--- src/rtl/rvga_mem_arbiter.sv ---
// Arbitrates one unified memory port between instruction fetch (imem) and load/store (dmem),
// with a busy-cycle watchdog. Define RVGA_MEM_ARB_RR_EN for round-robin grant on contention.
module rvga_mem_arbiter #(
  parameter int unsigned TIMEOUT_W = 10
) (
  input  logic        clk_i,
  input  logic        rst_i,
  input  logic        imem_r_v_i,
  input  logic [31:0] imem_addr_i,
  output logic [31:0] imem_data_o,
  output logic        imem_resp_v_o,
  input  logic        dmem_r_v_i,
  input  logic        dmem_w_v_i,
  input  logic [31:0] dmem_addr_i,
  input  logic [31:0] dmem_data_i,
  input  logic [3:0]  dmem_wmask_i,
  output logic [31:0] dmem_data_o,
  output logic        dmem_resp_v_o,
  output logic        mem_r_v_o,
  output logic        mem_w_v_o,
  output logic [31:0] mem_addr_o,
  output logic [31:0] mem_data_o,
  output logic [3:0]  mem_wmask_o,
  input  logic [31:0] mem_data_i,
  input  logic        mem_resp_v_i,
  output logic        timeout_o
);

  typedef enum logic [1:0] {IDLE, IBUSY, DBUSY} state_e;

  localparam logic [31:0]          TIMEOUT_DATA = 32'hDEADBEEF;
  localparam logic [TIMEOUT_W-1:0] WD_MAX       = '1;

  state_e               state_q, state_d;
  logic                 mem_r_v_q, mem_r_v_d;
  logic                 mem_w_v_q, mem_w_v_d;
  logic [31:0]          mem_addr_q, mem_addr_d;
  logic [31:0]          mem_data_q, mem_data_d;
  logic [3:0]           mem_wmask_q, mem_wmask_d;
  logic [TIMEOUT_W-1:0] wd_cnt_q, wd_cnt_d;
  logic                 timeout_q, timeout_d;
`ifdef RVGA_MEM_ARB_RR_EN
  logic                 last_dmem_q, last_dmem_d;
`endif

  logic        busy;
  logic        done;
  logic        dmem_req;
  logic        grant_dmem;
  logic [31:0] resp_data;

  always_comb begin
    state_d     = state_q;
    mem_r_v_d   = mem_r_v_q;
    mem_w_v_d   = mem_w_v_q;
    mem_addr_d  = mem_addr_q;
    mem_data_d  = mem_data_q;
    mem_wmask_d = mem_wmask_q;
    wd_cnt_d    = wd_cnt_q;
    timeout_d   = timeout_q;
`ifdef RVGA_MEM_ARB_RR_EN
    last_dmem_d = last_dmem_q;
`endif

    busy     = (state_q != IDLE);
    // A response in the expiry cycle wins over the watchdog
    done     = busy && (mem_resp_v_i || (wd_cnt_q == WD_MAX));
    dmem_req = dmem_r_v_i | dmem_w_v_i;
`ifdef RVGA_MEM_ARB_RR_EN
    grant_dmem = dmem_req && (!imem_r_v_i || !last_dmem_q);
`else
    grant_dmem = dmem_req;
`endif

    resp_data     = mem_resp_v_i ? (mem_w_v_q ? '0 : mem_data_i) : TIMEOUT_DATA;
    imem_resp_v_o = done && (state_q == IBUSY);
    dmem_resp_v_o = done && (state_q == DBUSY);
    imem_data_o   = imem_resp_v_o ? resp_data : '0;
    dmem_data_o   = dmem_resp_v_o ? resp_data : '0;

    case (state_q)
      IDLE: begin
        if (grant_dmem) begin
          state_d     = DBUSY;
          mem_r_v_d   = !dmem_w_v_i;
          mem_w_v_d   = dmem_w_v_i;
          mem_addr_d  = dmem_addr_i;
          mem_data_d  = dmem_w_v_i ? dmem_data_i : '0;
          mem_wmask_d = dmem_w_v_i ? dmem_wmask_i : '0;
          wd_cnt_d    = '0;
`ifdef RVGA_MEM_ARB_RR_EN
          last_dmem_d = 1'b1;
`endif
        end else if (imem_r_v_i) begin
          state_d     = IBUSY;
          mem_r_v_d   = 1'b1;
          mem_w_v_d   = 1'b0;
          mem_addr_d  = imem_addr_i;
          mem_data_d  = '0;
          mem_wmask_d = '0;
          wd_cnt_d    = '0;
`ifdef RVGA_MEM_ARB_RR_EN
          last_dmem_d = 1'b0;
`endif
        end
      end
      default: begin
        if (done) begin
          state_d     = IDLE;
          mem_r_v_d   = 1'b0;
          mem_w_v_d   = 1'b0;
          mem_addr_d  = '0;
          mem_data_d  = '0;
          mem_wmask_d = '0;
          if (!mem_resp_v_i) timeout_d = 1'b1;
        end else begin
          wd_cnt_d = wd_cnt_q + 1'b1;
        end
      end
    endcase
  end

  always_ff @(posedge clk_i or posedge rst_i) begin
    if (rst_i) begin
      state_q     <= IDLE;
      mem_r_v_q   <= 1'b0;
      mem_w_v_q   <= 1'b0;
      mem_addr_q  <= '0;
      mem_data_q  <= '0;
      mem_wmask_q <= '0;
      wd_cnt_q    <= '0;
      timeout_q   <= 1'b0;
`ifdef RVGA_MEM_ARB_RR_EN
      last_dmem_q <= 1'b0;
`endif
    end else begin
      state_q     <= state_d;
      mem_r_v_q   <= mem_r_v_d;
      mem_w_v_q   <= mem_w_v_d;
      mem_addr_q  <= mem_addr_d;
      mem_data_q  <= mem_data_d;
      mem_wmask_q <= mem_wmask_d;
      wd_cnt_q    <= wd_cnt_d;
      timeout_q   <= timeout_d;
`ifdef RVGA_MEM_ARB_RR_EN
      last_dmem_q <= last_dmem_d;
`endif
    end
  end

  assign mem_r_v_o   = mem_r_v_q;
  assign mem_w_v_o   = mem_w_v_q;
  assign mem_addr_o  = mem_addr_q;
  assign mem_data_o  = mem_data_q;
  assign mem_wmask_o = mem_wmask_q;
  assign timeout_o   = timeout_q;

endmodule

--- config.mk ---
export PLATFORM = sky130hd
export DESIGN_NAME = rvga_mem_arbiter
export DESIGN_NICKNAME = d
export VERILOG_FILES = /design/src/rtl/rvga_mem_arbiter.sv
export SDC_FILE = /design/constraint.sdc
export NUM_CORES = 1
export LEC_CHECK = 0
export BUFFER_PORTS_ARGS = -buffer_cell sky130_fd_sc_hd__clkbuf_2
export CAP_MARGIN = 10
export CORE_MARGIN = 2
export CORE_UTILIZATION = 39
export CTS_BUF_LIST = sky130_fd_sc_hd__clkbuf_4 sky130_fd_sc_hd__clkbuf_8
export DETAILED_ROUTE_END_ITERATION = 8
export PLACE_DENSITY_LB_ADDON = 0.05
export SLEW_MARGIN = 20
export SYNTH_ARGS = -nofsm -noshare
export SYNTH_HDL_FRONTEND = slang
export SYNTH_SLANG_ARGS = --single-unit
--- constraint.sdc ---
create_clock -name clk_i -period 2.42 [get_ports clk_i]
set_input_delay 0.121 -clock clk_i [delete_from_list [all_inputs] [get_ports clk_i]]
set_output_delay 0.121 -clock clk_i [all_outputs]
set_load 0.02 [all_outputs]
==> flow_metrics.env <==
export IMPL_outcome="finished clean"
export IMPL_port_buffer_count=274
export IMPL_cts_tree="yes"
export IMPL_peakVddDrop_mv=0.426
export IMPL_core_area_mm2=0.0103
export IMPL_clk_latency_ns=0.35
export IMPL_grt_overflow_total=0
export IMPL_grt_use_total=0.242
export IMPL_drive_above_1_share=0.405
export IMPL_worst_endpoint_required_ns=2.30
export IMPL_cts_made_buffers=9
export IMPL_antenna_found_initial=1
export IMPL_synth_most_common_cell="nor2_1"
export IMPL_drt_total_wl_um=14300
export IMPL_drv_slew=0
export IMPL_min_period_ns=2.26
export IMPL_clkSinkCount=83
export IMPL_die_area_mm2=0.0114
export IMPL_critPathKind="flip-flop to primary output"
export IMPL_synth_fp_nets=596
export IMPL_grt_start_max_net_pins=71
export IMPL_drt_iter0_markers=424
export IMPL_path_clk_slew_ns=0.10
export IMPL_fillers=900
export IMPL_slew_headroom=0.502
export IMPL_ys_flop_type="dfrtp_1"
export IMPL_start_util=0.400
export IMPL_ys_warn_count=0
export IMPL_syn_avg_cell_area_um2=8.99
export IMPL_place_ws_ns=0.423
export IMPL_fin_ws_ns=0.155
export IMPL_intPower_uw=3290
export IMPL_p_seq_frac=0.360
export IMPL_clkPwrFrac=0.160
export IMPL_fin_setup_tns_ns=0
export IMPL_io_pins=275
export IMPL_synth_cells=457
export IMPL_period_share=0.936
export IMPL_cp_max_fo=33
export IMPL_comb_power_share=0.480
export IMPL_synth_edf_count=0
export IMPL_ys_async_sr_fraction=1.00
export IMPL_vias=4669
export IMPL_drc=0
export IMPL_grt_pass1_vias=4348
export IMPL_end_kind="primary output"
export IMPL_p_per_area_mw_per_mm2=973
export IMPL_final_area_mm2=0.00624
export IMPL_die_h_um=107
export IMPL_wl_per_cell_um=15.9
export IMPL_rows=37
export IMPL_synth_cell_area_mm2=0.00411
export IMPL_avgViaCountPerCell=5.18
export IMPL_grt_first_pass_wirelength_um=21900
export IMPL_ys_seq_elements=83
export IMPL_switching_share=0.458
export IMPL_worst_pin_slew_ns=0.741
export IMPL_post_synth_top_area_fraction=0.505
export IMPL_place_congestion=0.865
export IMPL_leakagePower_uw=0.00325
export IMPL_synth_top_area_cell="dfrtp_1"
export IMPL_arrival_ns=2.14
export IMPL_setup_viol=0
export IMPL_skew_ns=0.0154
export IMPL_hold_viol_final=0
export IMPL_yosys_top_cells_area="dfrtp_1 51%, nor2_1 9.4%, a22o_1 7.7%"
export IMPL_ys_types=42
export IMPL_cts_htree_levels=3
export IMPL_fmax_ghz=0.442
export IMPL_ant_nets=0
export IMPL_yosysSeqAreaShare=0.505
export IMPL_synthTopCellsByCount="103 x nor2_1, 83 x dfrtp_1, 47 x nand2_1, 36 x a22o_1, 34 x o21ai_0"
export IMPL_num_nets_final=899
export IMPL_dp_hpwl_um=9930
export IMPL_clock_path_buffers=2
export IMPL_syn_to_final_growth_pct=51.8
export IMPL_placed_cell_area_mm2=0.00560
export IMPL_max_cap_violations=0
export IMPL_chipWidth_um=107
export IMPL_hold_path_class="input port to flip-flop"
export IMPL_root_buffer="clkbuf_8"
export IMPL_startpoint_type="flip-flop"
export IMPL_p_switching_uw=2780
export IMPL_dr_pass1_iters=5
==> critical path: stages, from the launching register on <==
cell      delay [ns]
dfrtp_1         0.43
ha_2            0.24
nand3_1         0.16
o31ai_4         0.27
nand3b_1        0.10
buf_4           0.24
nor2_1          0.15
clkbuf_2        0.18
==> state kept, by name, summed over array words and instances (netlist names) <==
name	flops
mem_addr_o	32
mem_data_o	32
mem_r_v_o	1
mem_w_v_o	1
mem_wmask_o	4
state_q	2
timeout_o	1
wd_cnt_q	10
==> worst paths after layout <==
kind	from	to	slack, ns	cells after the start
worst max-delay path	wd_cnt_q[0]$_DFFE_PP0P_	dmem_data_o[23]	0.16	7
worst min-delay path	dmem_data_i[2]	mem_data_o[2]$_DFFE_PP0P_	0.006	2
worst max register to register	wd_cnt_q[0]$_DFFE_PP0P_	mem_data_o[12]$_DFFE_PP0P_	0.47	7
worst min register to register	timeout_o$_DFFE_PP0P_	timeout_o$_DFFE_PP0P_	0.51	1
max in group asynchronous	rst_i	mem_addr_o[27]$_DFFE_PP0P_	1.40	4
min in group asynchronous	rst_i	timeout_o$_DFFE_PP0P_	0.36	3
==> what timing repair did <==
item,in CTS,in global routing
hold buffers,42,2
endpoints found under the setup margin,0,66
resized for setup,0,1
hold endpoints to repair,73,2
setup buffers,0,1
==> area by class of cell <==
type | instances | area, um2 | share of cell area
clock buffers | 9 | 124 | 0.0199
multi-input cells | 329 | 1850 | 0.296
diodes | 1 | 2.50 | 0.000401
well taps | 136 | 170 | 0.0273
flip-flops and latches | 83 | 2080 | 0.333
clock inverters | 7 | 66.3 | 0.0106
inverters | 7 | 27.5 | 0.00441
repair buffers | 330 | 1930 | 0.309
==> layout by cell type (no fill, tap or decap), types with 3 or more instances in the layout <==
master           n
clkbuf_2       274
nor2_1         102
dfrtp_1         83
nand2_1         47
dlygate4sd3_1   44
a22o_1          36
o21ai_0         34
a311oi_1        32
a21oi_1         28
buf_4           10
clkbuf_8         9
nand3_1          8
inv_1            5
nor3_1           3
a21o_1           3
o211ai_1         3
a211oi_1         3
inv_8            3
==> kinds of logic (layout without fill, tap and decap cells) <==
| family | Yosys count | in the layout | synth area share |
|---|---|---|---|
| DFF | 83 | 83 | 0.505 |
| muxes | 1 | 1 | 0.00244 |
| adders and majority gates | 1 | 1 | 0.00304 |
| other | 0 | 1 | 0 |
| and+or+nand+nor | 176 | 176 | 0.177 |
| buffers and inverters | 45 | 353 | 0.0469 |
| AOI/OAI and AO/OA | 151 | 151 | 0.266 |
==> power groups by stage <==
stage               clock [uW]  sequential, uW  combinational, uW
floorplan                    0            2730               1300
global placement             0            2180               2840
detailed placement           0            2190               2870
CTS                        998            2170               2930
global route              1070            2240               3160
finish                     972            2180               2920
==> per-stage QoR <==
stage	utilization	hold WS [ns]	std cells	power, uW
6_report	0.607	0.00640	902	6070
5_1_grt	0.607	0.000309	902	6480
4_1_cts	0.604	0.000148	898	6100
3_5_place_dp	0.545	0.184	840	5060
3_3_place_gp	0.545	0.178	840	5020
2_1_floorplan	-	0.261	457	4030
==> per-layer routing <==
metal / vias up / part of all wire / global-route usage
li1: 2246 / - / -
met1: 2172 / 0.41 / 0.310
met2: 225 / 0.49 / 0.410
met3: 26 / 0.079 / 0.0480
met4: 0 / 0.023 / 0.0863
met5: - / 0 / 0
(Power assumes the default switching activity.)
